<file path="config.mk">
export PLATFORM = sky130hd
export DESIGN_NAME = reg_dump_tx
export DESIGN_NICKNAME = d
export VERILOG_FILES = /design/src/rtl/cpu_dbg_pkg.sv /design/src/rtl/uart_tx_byte.sv /design/src/rtl/reg_dump_tx.sv
export SDC_FILE = /design/constraint.sdc
export NUM_CORES = 1
export LEC_CHECK = 0
export BUFFER_PORTS_ARGS = -buffer_cell sky130_fd_sc_hd__buf_4
export CELL_PAD_IN_SITES_DETAIL_PLACEMENT = 1
export CELL_PAD_IN_SITES_GLOBAL_PLACEMENT = 1
export CORE_MARGIN = 2
export CORE_UTILIZATION = 45
export CTS_BUF_LIST = sky130_fd_sc_hd__clkbuf_8 sky130_fd_sc_hd__clkbuf_16
export CTS_CLUSTER_SIZE = 24
export DETAILED_ROUTE_END_ITERATION = 8
export GPL_ROUTABILITY_DRIVEN = 0
export MAX_ROUTING_LAYER = met4
export PLACE_DENSITY = 0.79
export SYNTH_ARGS = -nofsm -noshare
export SYNTH_HDL_FRONTEND = slang
export SYNTH_HIERARCHICAL = 1
export SYNTH_SLANG_ARGS = --single-unit
export TNS_END_PERCENT = 30
</file>
<file path="constraint.sdc">
create_clock -name clk -period 6.1 [get_ports clk]
set_input_delay 1.22 -clock clk [delete_from_list [all_inputs] [get_ports clk]]
set_output_delay 1.22 -clock clk [all_outputs]
set_load 0.02 [all_outputs]
</file>
<file path="src/rtl/cpu_dbg_pkg.sv">
// Shared definitions for the CPU debug register-dump path.
//   HDR_BYTE_DEF     default frame header byte
//   UART_*           8N1 line levels and bits per serial byte
//   dump_state_e     dump FSM state encoding
package cpu_dbg_pkg;

  localparam logic [7:0] HDR_BYTE_DEF    = 8'hA5;
  localparam logic       UART_START_LVL  = 1'b0;
  localparam logic       UART_STOP_LVL   = 1'b1;
  localparam int         UART_FRAME_BITS = 10;

  typedef enum logic [2:0] {
    ST_IDLE,
    ST_HDR,
    ST_HI,
    ST_LO,
    ST_FIN
  } dump_state_e;

endpackage

</file>
<file path="src/rtl/uart_tx_byte.sv">
// 8N1 serializer for a single byte.
//   clk        system clock
//   reset      synchronous, active-low
//   load       latch tx_byte and start its start bit on the next cycle;
//              may be asserted on the byte_done cycle for gap-free output
//   tx_byte    byte to send, LSB first
//   tx         serial line, idle high
//   byte_done  one-cycle pulse on the last cycle of the stop bit
module uart_tx_byte
  import cpu_dbg_pkg::*;
#(
  parameter int CLKS_PER_BIT = 16
) (
  input  logic       clk,
  input  logic       reset,
  input  logic       load,
  input  logic [7:0] tx_byte,
  output logic       tx,
  output logic       byte_done
);

  localparam int              TW     = (CLKS_PER_BIT > 1) ? $clog2(CLKS_PER_BIT) : 1;
  localparam logic [TW-1:0]   T_LAST = TW'(CLKS_PER_BIT - 1);
  localparam logic [3:0]      B_LAST = 4'(UART_FRAME_BITS - 1);

  logic                       active;
  logic [TW-1:0]              timer;
  logic [3:0]                 bit_idx;
  logic [UART_FRAME_BITS-1:0] frame;

  assign byte_done = active && (bit_idx == B_LAST) && (timer == T_LAST);
  assign tx        = active ? frame[bit_idx] : UART_STOP_LVL;

  always_ff @(posedge clk) begin
    if (!reset) begin
      active  <= 1'b0;
      timer   <= '0;
      bit_idx <= '0;
      frame   <= {UART_FRAME_BITS{UART_STOP_LVL}};
    end else if (load) begin
      active  <= 1'b1;
      timer   <= '0;
      bit_idx <= '0;
      frame   <= {UART_STOP_LVL, tx_byte, UART_START_LVL};
    end else if (active) begin
      if (timer == T_LAST) begin
        timer <= '0;
        if (bit_idx == B_LAST) begin
          active  <= 1'b0;
          bit_idx <= '0;
        end else begin
          bit_idx <= bit_idx + 4'd1;
        end
      end else begin
        timer <= timer + TW'(1);
      end
    end
  end

endmodule

</file>
<file path="src/rtl/reg_dump_tx.sv">
// Register-dump reader: sweeps Inr over r0..r(NUM_REGS-1), samples OutValue
// and sends HDR_BYTE followed by each register MSB byte first over UART 8N1.
//   clk       system clock
//   reset     synchronous, active-low
//   start     dump request, honoured only when not busy
//   halt      CPU halt flag; a rising edge acts as start
//   OutValue  value of the register selected by Inr
//   Inr       register select to the CPU
//   tx        serial line, idle high
//   busy      high for the whole frame, start bit of header to last stop bit
//   done      one-cycle pulse after the last stop bit
module reg_dump_tx
  import cpu_dbg_pkg::*;
#(
  parameter int         CLKS_PER_BIT = 16,
  parameter int         NUM_REGS     = 8,
  parameter int         DATA_W       = 16,
  parameter logic [7:0] HDR_BYTE     = HDR_BYTE_DEF
) (
  input  logic              clk,
  input  logic              reset,
  input  logic              start,
  input  logic              halt,
  input  logic [DATA_W-1:0] OutValue,
  output logic [2:0]        Inr,
  output logic              tx,
  output logic              busy,
  output logic              done
);

  localparam logic [2:0] LAST_IDX = 3'(NUM_REGS - 1);

  dump_state_e state, state_nxt;
  logic        halt_q;
  logic        trig;
  logic [2:0]  reg_idx;
  logic [7:0]  hold_lo;
  logic        on_last;
  logic        byte_done;
  logic        u_load;
  logic [7:0]  u_byte;
  logic        capture;
  logic        step_idx;

  assign trig = start | (halt & ~halt_q);

  // The MSB byte goes straight from OutValue into the serializer on the
  // capture cycle, so only the LSB byte has to be held for the next byte.
  always_comb begin
    state_nxt = state;
    u_load    = 1'b0;
    u_byte    = HDR_BYTE;
    capture   = 1'b0;
    step_idx  = 1'b0;
    case (state)
      ST_IDLE, ST_FIN: begin
        // FIN behaves as idle so a dump can follow on the done cycle
        state_nxt = ST_IDLE;
        if (trig) begin
          state_nxt = ST_HDR;
          u_load    = 1'b1;
        end
      end
      ST_HDR: if (byte_done) begin
        state_nxt = ST_HI;
        u_load    = 1'b1;
        u_byte    = OutValue[DATA_W-1 -: 8];
        capture   = 1'b1;
      end
      ST_HI: if (byte_done) begin
        // Select the next register now so it is stable for the whole LO byte
        state_nxt = ST_LO;
        u_load    = 1'b1;
        u_byte    = hold_lo;
        step_idx  = 1'b1;
      end
      ST_LO: if (byte_done) begin
        if (on_last) begin
          state_nxt = ST_FIN;
        end else begin
          state_nxt = ST_HI;
          u_load    = 1'b1;
          u_byte    = OutValue[DATA_W-1 -: 8];
          capture   = 1'b1;
        end
      end
      default: state_nxt = ST_IDLE;
    endcase
  end

  always_ff @(posedge clk) begin
    if (!reset) begin
      state   <= ST_IDLE;
      halt_q  <= 1'b0;
      reg_idx <= '0;
      hold_lo <= '0;
      on_last <= 1'b0;
    end else begin
      state  <= state_nxt;
      halt_q <= halt;
      if (capture)
        hold_lo <= OutValue[7:0];
      // reg_idx saturates on the last register; on_last marks its LO byte
      if (step_idx) begin
        if (reg_idx == LAST_IDX) on_last <= 1'b1;
        else                     reg_idx <= reg_idx + 3'd1;
      end
      if (state_nxt == ST_FIN) begin
        reg_idx <= '0;
        on_last <= 1'b0;
      end
    end
  end

  assign Inr  = reg_idx;
  assign busy = (state == ST_HDR) || (state == ST_HI) || (state == ST_LO);
  assign done = (state == ST_FIN);

  uart_tx_byte #(
    .CLKS_PER_BIT (CLKS_PER_BIT)
  ) u_tx (
    .clk       (clk),
    .reset     (reset),
    .load      (u_load),
    .tx_byte   (u_byte),
    .tx        (tx),
    .byte_done (byte_done)
  );

endmodule

</file>
Yosys cells after proc, flatten, opt, wreduce, memory -nomap -nowiden. Index checks and enable logic that the tools add are counted.

Register bits: 34. Bits in latches: 0. Memory bits (writable): 0. Memory bits (read-only): 0. Input port bits: 20. Output and inout port bits: 6. Word-level logic and storage cells: 65. Memories: 0.

Add/sub/neg operators: 3. Multipliers: 0. Divide/modulo/power cells: 0. Order comparisons: 1. Eq/ne operators: 8. Shift-type cells: 0. Muxes and demuxes: 27. Bitwise operators: 5. Reduce and logical (&&, ||, !) cells: 12.

Operator list (number): 2-to-1 mux 8 bit (4); one-hot mux 8 bit (3 select lines) (1); 2-to-1 mux 1 bit (12); 2-to-1 mux 3 bit (4); one-hot mux 3 bit (4 select lines) (1); equality test 3 bit (second input constant) (3); adder 4 x 1 -> 4 bit (second input constant) (2); equality test 4 bit (second input constant) (2); 2-to-1 mux 4 bit (2); OR reduction 2 bit (4); equality test 3 x 2 -> 1 bit (second input constant) (2); AND reduction 2 bit (3); less-than comparator 4 x 5 -> 1 bit (second input constant) (1); binary-select mux 1 bit (select 4 bit) (1); adder 3 x 1 -> 3 bit (second input constant) (1); equality test 3 x 1 -> 1 bit (second input constant) (1); logical NOT 3 bit (1); NOT 1 bit (3); one-hot mux 1 bit (3 select lines) (1); logical AND 1 bit (2); logical OR 1 bit (2); one-hot mux 1 bit (2 select lines) (1); AND 1 bit (1); bitwise OR 1 bit (1).

Longest topological paths before layout. Gate-level depths: netlist of the first run.

Depth in word-level cells: 7. Mapped depth: 10. Mapped depth without buffers: 9.

Hierarchy. Netlist of the first run, hierarchy kept.

By module, submodules not included: reg_dump_tx (instances 1, cells an instance 98, area each 860.8 um^2, sequential area each 320.3 um^2); uart_tx_byte (instances 1, cells an instance 89, area each 850.8 um^2, sequential area each 360.3 um^2).

Worst setup path before layout of the first run. OpenSTA, ideal clock, no wires.

Path type: register to output. From: register u_tx.bit_idx[0]. To: output tx. Arrival time: 1.327 ns. Data required time: 4.880 ns. Slack: 3.553 ns. Stages on the path, launching flop included: 5. Buffers on the path: 1. Cells stage by stage: dfxtp_1 buf_6 mux2i_1 and3_1 o311ai_1.

Cells in the longest elaborated chain, start to end: 3.

Ends and longest elaborated chain: start: declaration (RTL line uart_tx_byte.sv:28) `logic [3:0] bit_idx;`; start signal: assignment (RTL line uart_tx_byte.sv:52) `bit_idx <= bit_idx + 4'd1;`; binary-select mux 1 bit (select 4 bit) (RTL line uart_tx_byte.sv:32) `assign tx = active ? frame[bit_idx] : UART_STOP_LVL;`; 2-to-1 mux 1 bit (not written as such) (RTL line uart_tx_byte.sv:32); 2-to-1 mux 1 bit (RTL line uart_tx_byte.sv:32); end: declaration (RTL line reg_dump_tx.sv:26) `output logic tx,`.

No other way between the ends. The select of a mux whose other input is x is not followed.

Worst setup path after layout of the first run. Same ends and word-level chain as after synthesis.

==> results of run 1 <==
-- cell usage in the layout (no fill, tap or decap), types with 2 or more instances in the layout --
| cell | n |
|---|---|
| a21o_1 | 2 |
| a21oi_1 | 18 |
| a22o_1 | 4 |
| and2_1 | 2 |
| buf_4 | 25 |
| clkbuf_8 | 6 |
| clkinv_2 | 2 |
| dfxtp_1 | 34 |
| ha_1 | 3 |
| inv_1 | 3 |
| mux2i_1 | 11 |
| nand2_1 | 16 |
| nand2b_1 | 6 |
| nand3_1 | 11 |
| nand3b_1 | 3 |
| nand4_1 | 3 |
| nor2_1 | 9 |
| o21ai_0 | 14 |
| o21ai_1 | 2 |
| o22ai_1 | 4 |
| o31ai_1 | 2 |
-- power groups by stage --
| stage | Clock (mW) | Combinational, mW | Sequential, mW |
|---|---|---|---|
| after floorplan | 0 | 0.0341 | 0.235 |
| after global placement | 0 | 0.0432 | 0.239 |
| after detailed placement | 0 | 0.0449 | 0.239 |
| after CTS | 0.174 | 0.0451 | 0.234 |
| after global routing | 0.185 | 0.0492 | 0.235 |
| final | 0.169 | 0.0444 | 0.235 |
-- logic make-up after synthesis --
group           Yosys count
xor+xnor                  1
simple gates             65
mux                      13
buf+inv                  16
fa+ha+maj                 3
flops                    34
compound gates           55
-- stage by stage --
stage          setup WS, ns   util  instance area, um2
3_5_place_dp           2.92  0.513                1880
2_1_floorplan          3.55      -                1710
4_1_cts                2.90  0.538                1970
3_3_place_gp           3.05  0.513                1880
6_report               2.92  0.538                1970
5_1_grt                2.80  0.538                1970
-- final timing paths --
| check | start | endpoint | slack, ns | depth (start not counted) |
|---|---|---|---|---|
| setup / recovery | u_tx/bit_idx[0] | tx | 2.92 | 4 |
| hold / removal | hold_lo[7] | hold_lo[7] | 0.48 | 2 |
| setup reg to reg | u_tx/timer[0] | u_tx/bit_idx[3] | 3.06 | 9 |
| hold reg to reg | hold_lo[7] | hold_lo[7] | 0.48 | 2 |
-- layout make-up --
cell class,count,area share
repair buffers,25,0.0953
multi-input cells,137,0.471
clock buffers,6,0.0419
clock inverters,2,0.00445
well taps,48,0.0305
inverters,5,0.0114
flip-flops and latches,34,0.346
-- state kept, by name, indices dropped and copies added, names as in the netlist --
signal / count
halt_q: 1
on_last: 1
u_tx/frame: 9
u_tx/bit_idx: 4
Inr: 3
state: 3
hold_lo: 8
u_tx/timer: 4
u_tx/active: 1
-- routing by layer --
metal  track usage  part of all wire  wire length, um  vias up
met2         0.364              0.50             1970       18
met4        0.0781             0.014               56        0
met5             -                 0                0        -
met3        0.0377             0.025               97        5
met1         0.253              0.46             1790      704
li1              -                 -                -      723
-- tightest hold or removal path, cell delays in order, from the launching register on --
cell,delay (ns)
dfxtp_1,0.31
o21ai_0,0.07
a21oi_1,0.06
==> impl_metrics.csv, run 1 <==
group,metric,value,unit
clocking,cts.sinks,34,
setup_path,critPathArrivalTime,1.96,ns
route,drc_errors,0,
clocking,root_buffer,"clkbuf_8",
grt,gr-total-overflow,0,
clocking,hold_buffers,0,
layout,drive_above_1_share,0.211,
synthesis,synth_cell_types,52,
synthesis,netlist.top_cell.by_area,"dfxtp_1",
synthesis,synth_adder_area_share,0.0219,
clocking,h-tree-depth,2,
run,maxCapViolations,0,
setup_path,crit_family,"flip-flops",
layout,multiInputGateArea,927,um2
timing,fin_crit,3.18,ns
timing,setup_violations,0,
grt,antenna_found_initial,0,
setup_path,crit_type,"reg2out",
power,seq_power_share,0.524,
synthesis,synth_top_family_by_area,"simple AND/OR/NAND/NOR gates",
timing,fmax,315,MHz
synthesis,yosys_most_used_dff,"dfxtp_1",
clocking,numCtsBuffers,5,
route,drt_iter0_markers,50,
power,leakagePower,0.750,nW
clocking,ctsLongestPathBuffers,2,
layout,fillCellCount,432,
synthesis,yosysSeqAreaShare,0.398,
setup_path,slowest_stage,"dfxtp_1",
grt,first_global_vias,1494,
grt,grt_pass1_wl,6910,um
die,die_x,65.7,um
timing,rsz0062_at_grt,"false",
timing,hold_slack,0.483,ns
power,p_per_area,227,nW/um2
die,rows,22,
timing,tightestPinTransition,0.600,ns
grt,grt_max_degree,16,
synthesis,synth_xor_xnor_area_share,0.00512,
layout,regArea,681,um2
place,dp.cells,249,
setup_path,crit_chain,"mux4_1, o22ai_1, o311ai_1, buf_4",
setup_path,required,4.88,ns
synthesis,synthArstFlopShare,0,
timing,skew,0.00525,ns
setup_path,path_buf_inv,1,
synthesis,synth-edff-count,0,
route,via_count,1450,
power,swShare,0.239,
die,die_y,65.7,um
power,ir_drop,0.000130,V
power,p_sw,0.107,mW
synthesis,yosys-top-cells-count,"34 x dfxtp_1, 18 x a21oi_1, 16 x nand2_1, 14 x o21ai_0",
layout,antenna_cells,0,
timing,relSlewSlack,0.599,
clocking,cts_setup_buffers,0,
synthesis,syn_avg_cell_area,9.15,um2
power,p_int,0.341,mW
synthesis,netlist_area,1710,um2
place,io_buffers,25,
layout,final_cells,257,
synthesis,synthSimpleGateAreaFrac,0.221,
timing,drv_slew,0,
power,p_clk_frac,0.377,
synthesis,synth_warnings,6,
clocking,clk_latency,0.28,ns
timing,fin_crit_sh,0.521,
synthesis,ys_ff_latch,34,
status,outcome,"complete, no violations",
min_path,hold_class,"reg2reg",
power,p_comb_frac,0.099,
place,place_hpwl,2960,um
synthesis,synth.most_common_cell,"dfxtp_1",
die,pin_count,26,
layout,area_growth_syn_to_layout,15.1,%
synthesis,yosysTopAreaCellShare,0.398,
route,antenna_left,0,
die,core-area,3660,um2
route,first_pass_iters,4,
clocking,path_clk_slew,0.07,ns
clocking,cts_resized,0,
setup_path,critPathCaptureType,"primary output",
setup_path,cp_max_fo,11,
route,drt_wl_total,3920,um
setup_path,start_kind,"flip-flop",
synthesis,synth.area.mux_share,0.0863,
die,die_area,4310,um2
power,total_power,0.448,mW
layout,finish.net_count,231,
synthesis,synth-compound-area-share,0.207,
route,viasPerCell,5.64,
synthesis,synth_nets,210,
synthesis,syn_inst,187,
die,start_util,0.468,
setup_path,slowest_delay,0.61,ns
route,routedWlPerCell,15.2,um
timing,tns,0,ns
synthesis,ys_top_cells_by_area,"dfxtp_1 40%, mux2i_1 6.4%, a21oi_1 5.3%, o21ai_0 4.1%, nand2_1 3.5%",
timing,finalHoldViolCount,0,
clocking,cts_tree,"done",
grt,grtUsageTotal,0.214,
Power figures use the tool's default switching activity.
==> run 2: changes to the inputs <==
ABC_AREA = 1   (was not set)
CORE_UTILIZATION = 36   (was 45)
PLACE_DENSITY = 0.72   (was 0.79)
clock period = 2.8 ns   (was 6.1 ns; I/O delays follow)
==> impl_metrics.csv, run 2 <==
group,metric,value,unit
layout,final_common_cell,"nand2_1",
setup_path,start_kind,"flip-flop",
synthesis,syn_inst,242,
grt,grt_max_degree,13,
setup_path,endpoint,"u_tx/frame[0]",
layout,largest_reg_flops,9,
synthesis,yosys_most_used_dff,"dfxtp_1",
synthesis,ys_ff_latch,34,
clocking,cts.sinks,34,
synthesis,yosysTopAreaCellShare,0.402,
layout,top_regs,"u_tx/frame: 9 flops, hold_lo: 8 flops",
setup_path,path_depth,11,
synthesis,syn_avg_cell_area,7.00,um2
clocking,ctsLongestPathBuffers,2,
clocking,clk_latency,0.29,ns
setup_path,worstReg2RegStart,"u_tx/timer[1]",
power,swShare,0.257,
power,p_int,0.741,mW
setup_path,path_buf_inv,3,
route,drc_errors,0,
power,seq_power_share,0.516,
synthesis,yosys-top-cells-count,"69 x nand2_1, 34 x dfxtp_1, 28 x inv_1, 24 x a21oi_1, 23 x nand3_1",
clocking,path_clk_slew,0.07,ns
setup_path,slowest_stage,"dfxtp_1",
timing,skew,0.00558,ns
die,start_util,0.381,
synthesis,synth.area.mux_share,0,
synthesis,yosysSeqAreaShare,0.402,
die,core-area,4440,um2
grt,grtUsageTotal,0.181,
run,maxCapViolations,0,
synthesis,synth-edff-count,0,
layout,top_register,"u_tx/frame",
setup_path,crit_type,"reg2reg",
layout,drive_above_1_share,0.193,
status,outcome,"complete, no violations",
setup_path,r2r-end,"u_tx/frame[0]",
clocking,cts_setup_buffers,0,
setup_path,crit_chain,"ha_1, nand3_2, nor2_8, nand2_1, inv_1, nand3_2, nor2_4, inv_1, nand3_1, buf_4, o21ai_0",
grt,first_global_vias,1432,
clocking,hold_buffers,0,
power,leakagePower,0.916,nW
layout,mostFrequentLayoutCells,"69 x nand2_1, 34 x dfxtp_1, 29 x inv_1",
synthesis,synth_cell_types,28,
synthesis,synthArstFlopShare,0,
timing,fmax,425,MHz
clocking,root_buffer,"clkbuf_8",
route,drt_iter0_markers,90,
route,drt_wl_total,4190,um
synthesis,synth-compound-area-share,0.126,
die,rows,24,
timing,rsz0062_at_grt,"false",
timing,relSlewSlack,0.714,
setup_path,required,2.97,ns
layout,area_growth_syn_to_layout,18.5,%
layout,fillCellCount,603,
setup_path,crit_family,"simple AND/OR/NAND/NOR gates",
synthesis,synthSimpleGateAreaFrac,0.344,
setup_path,reg2regPathDepth,11,
timing,hold_slack,0.461,ns
grt,gr-total-overflow,0,
setup_path,crit_path_start,"u_tx/timer[1]",
layout,stdcell_area,2010,um2
grt,antenna_found_initial,0,
synthesis,synth.most_common_cell,"nand2_1",
grt,grt_pass1_wl,6990,um
route,via_count,1582,
synthesis,netlist_area,1690,um2
clocking,h-tree-depth,2,
synthesis,synth_warnings,6,
timing,finalHoldViolCount,0,
timing,drv_slew,0,
setup_path,critPathArrivalTime,2.52,ns
place,place_hpwl,3250,um
route,routedWlPerCell,13.0,um
power,p_clk_frac,0.376,
die,die_x,72.6,um
synthesis,synth_xor_xnor_area_share,0.00517,
clocking,numCtsBuffers,5,
synthesis,synth_nets,265,
timing,fin_crit,2.35,ns
min_path,hold_class,"in2reg",
power,p_comb_frac,0.108,
setup_path,timing.reg2reg.setup_slack,0.45,ns
timing,tightestPinTransition,0.424,ns
route,viasPerCell,4.91,
layout,finish.net_count,292,
power,p_per_area,497,nW/um2
die,die_area,5270,um2
timing,setup_violations,0,
power,p_sw,0.257,mW
setup_path,slowest_delay,0.35,ns
layout,antenna_cells,0,
synthesis,synth_adder_area_share,0.0222,
route,antenna_left,0,
place,placed_area,1910,um2
timing,tns,0,ns
clocking,cts_resized,0,
timing,fin_crit_sh,0.840,
setup_path,cp_max_fo,12,
die,die_y,72.6,um
synthesis,ys_top_cells_by_area,"dfxtp_1 40%, nand2_1 15%, a21oi_1 7.1%, nand3_1 6.8%, inv_1 6.2%",
die,pin_count,26,
synthesis,netlist.top_cell.by_area,"dfxtp_1",
clocking,cts_tree,"done",
power,ir_drop,0.000230,V
setup_path,critPathCaptureType,"flip-flop",
place,io_buffers,25,
synthesis,synth_top_family_by_area,"simple AND/OR/NAND/NOR gates",
route,first_pass_iters,4,
run 2: cell types whose count changed after synthesis, sizes merged, moves of 3 or more:
cell,before,now
a22o,4,0
nand3,11,26
o21ai,16,13
mux2i,11,0
nand3b,3,0
inv,3,34
nand2b,6,0
buf,10,5
nand2,16,71
a21oi,18,25
nor2,10,19
run 2: through the flow:
stage	setup slack [ns]	cells	util	power, mW
floorplan	0.710	242	-	0.589
global placement	0.575	314	0.431	0.634
detailed placement	0.450	314	0.431	0.635
CTS	0.434	322	0.451	1.01
global route	0.176	322	0.451	1.05
finish	0.449	322	0.451	0.998
run 2: power groups by stage:
| stage | Combinational [mW] | Sequential (mW) | Clock (mW) |
|---|---|---|---|
| finish | 0.108 | 0.515 | 0.375 |
| CTS | 0.109 | 0.515 | 0.388 |
| floorplan | 0.0704 | 0.519 | 0 |
| detailed placement | 0.109 | 0.527 | 0 |
| global route | 0.123 | 0.517 | 0.410 |
| global placement | 0.107 | 0.526 | 0 |
run 2: worst register-to-register path, cell delays in order (launching register included):
cell and delay (ns):
dfxtp_1 0.35, ha_1 0.22, nand3_2 0.16, nor2_8 0.18
nand2_1 0.11, inv_1 0.22, nand3_2 0.15, nor2_4 0.20
inv_1 0.09, nand3_1 0.22, buf_4 0.23, o21ai_0 0.10
run 2: logic make-up (layout without fill, tap and decap cells):
logic type / Yosys count / after routing
fa+ha+maj: 3 / 3
simple gates: 122 / 122
buf+inv: 41 / 69
flops: 34 / 34
compound gates: 41 / 41
xor+xnor: 1 / 1
run 2: layout make-up:
class                   instances  area, um2  area share
flip-flops and latches         34        681       0.339
repair buffers                 26        195      0.0973
inverters                      35        131      0.0655
well taps                      52       65.1      0.0324
clock inverters                 2       8.76     0.00437
multi-input cells             167        842       0.420
clock buffers                   6       82.6      0.0412
run 2: worst min-delay path by stage:
stage          cells past startpoint     startpoint       endpoint
2_1_floorplan                      2  u_tx/frame[3]  u_tx/frame[3]
3_3_place_gp                       2  u_tx/timer[1]  u_tx/timer[1]
3_5_place_dp                       2     hold_lo[2]     hold_lo[2]
4_1_cts                            3           halt         halt_q
5_1_grt                            3           halt         halt_q
6_report                           3           halt         halt_q
run 2: layer usage:
metal | up-vias | share of wire | global-route usage
met1 | 724 | 0.52 | 0.254
met4 | 0 | 0.014 | 0.0617
met3 | 4 | 0.034 | 0.0497
met5 | - | 0 | -
met2 | 27 | 0.43 | 0.248
li1 | 827 | - | -
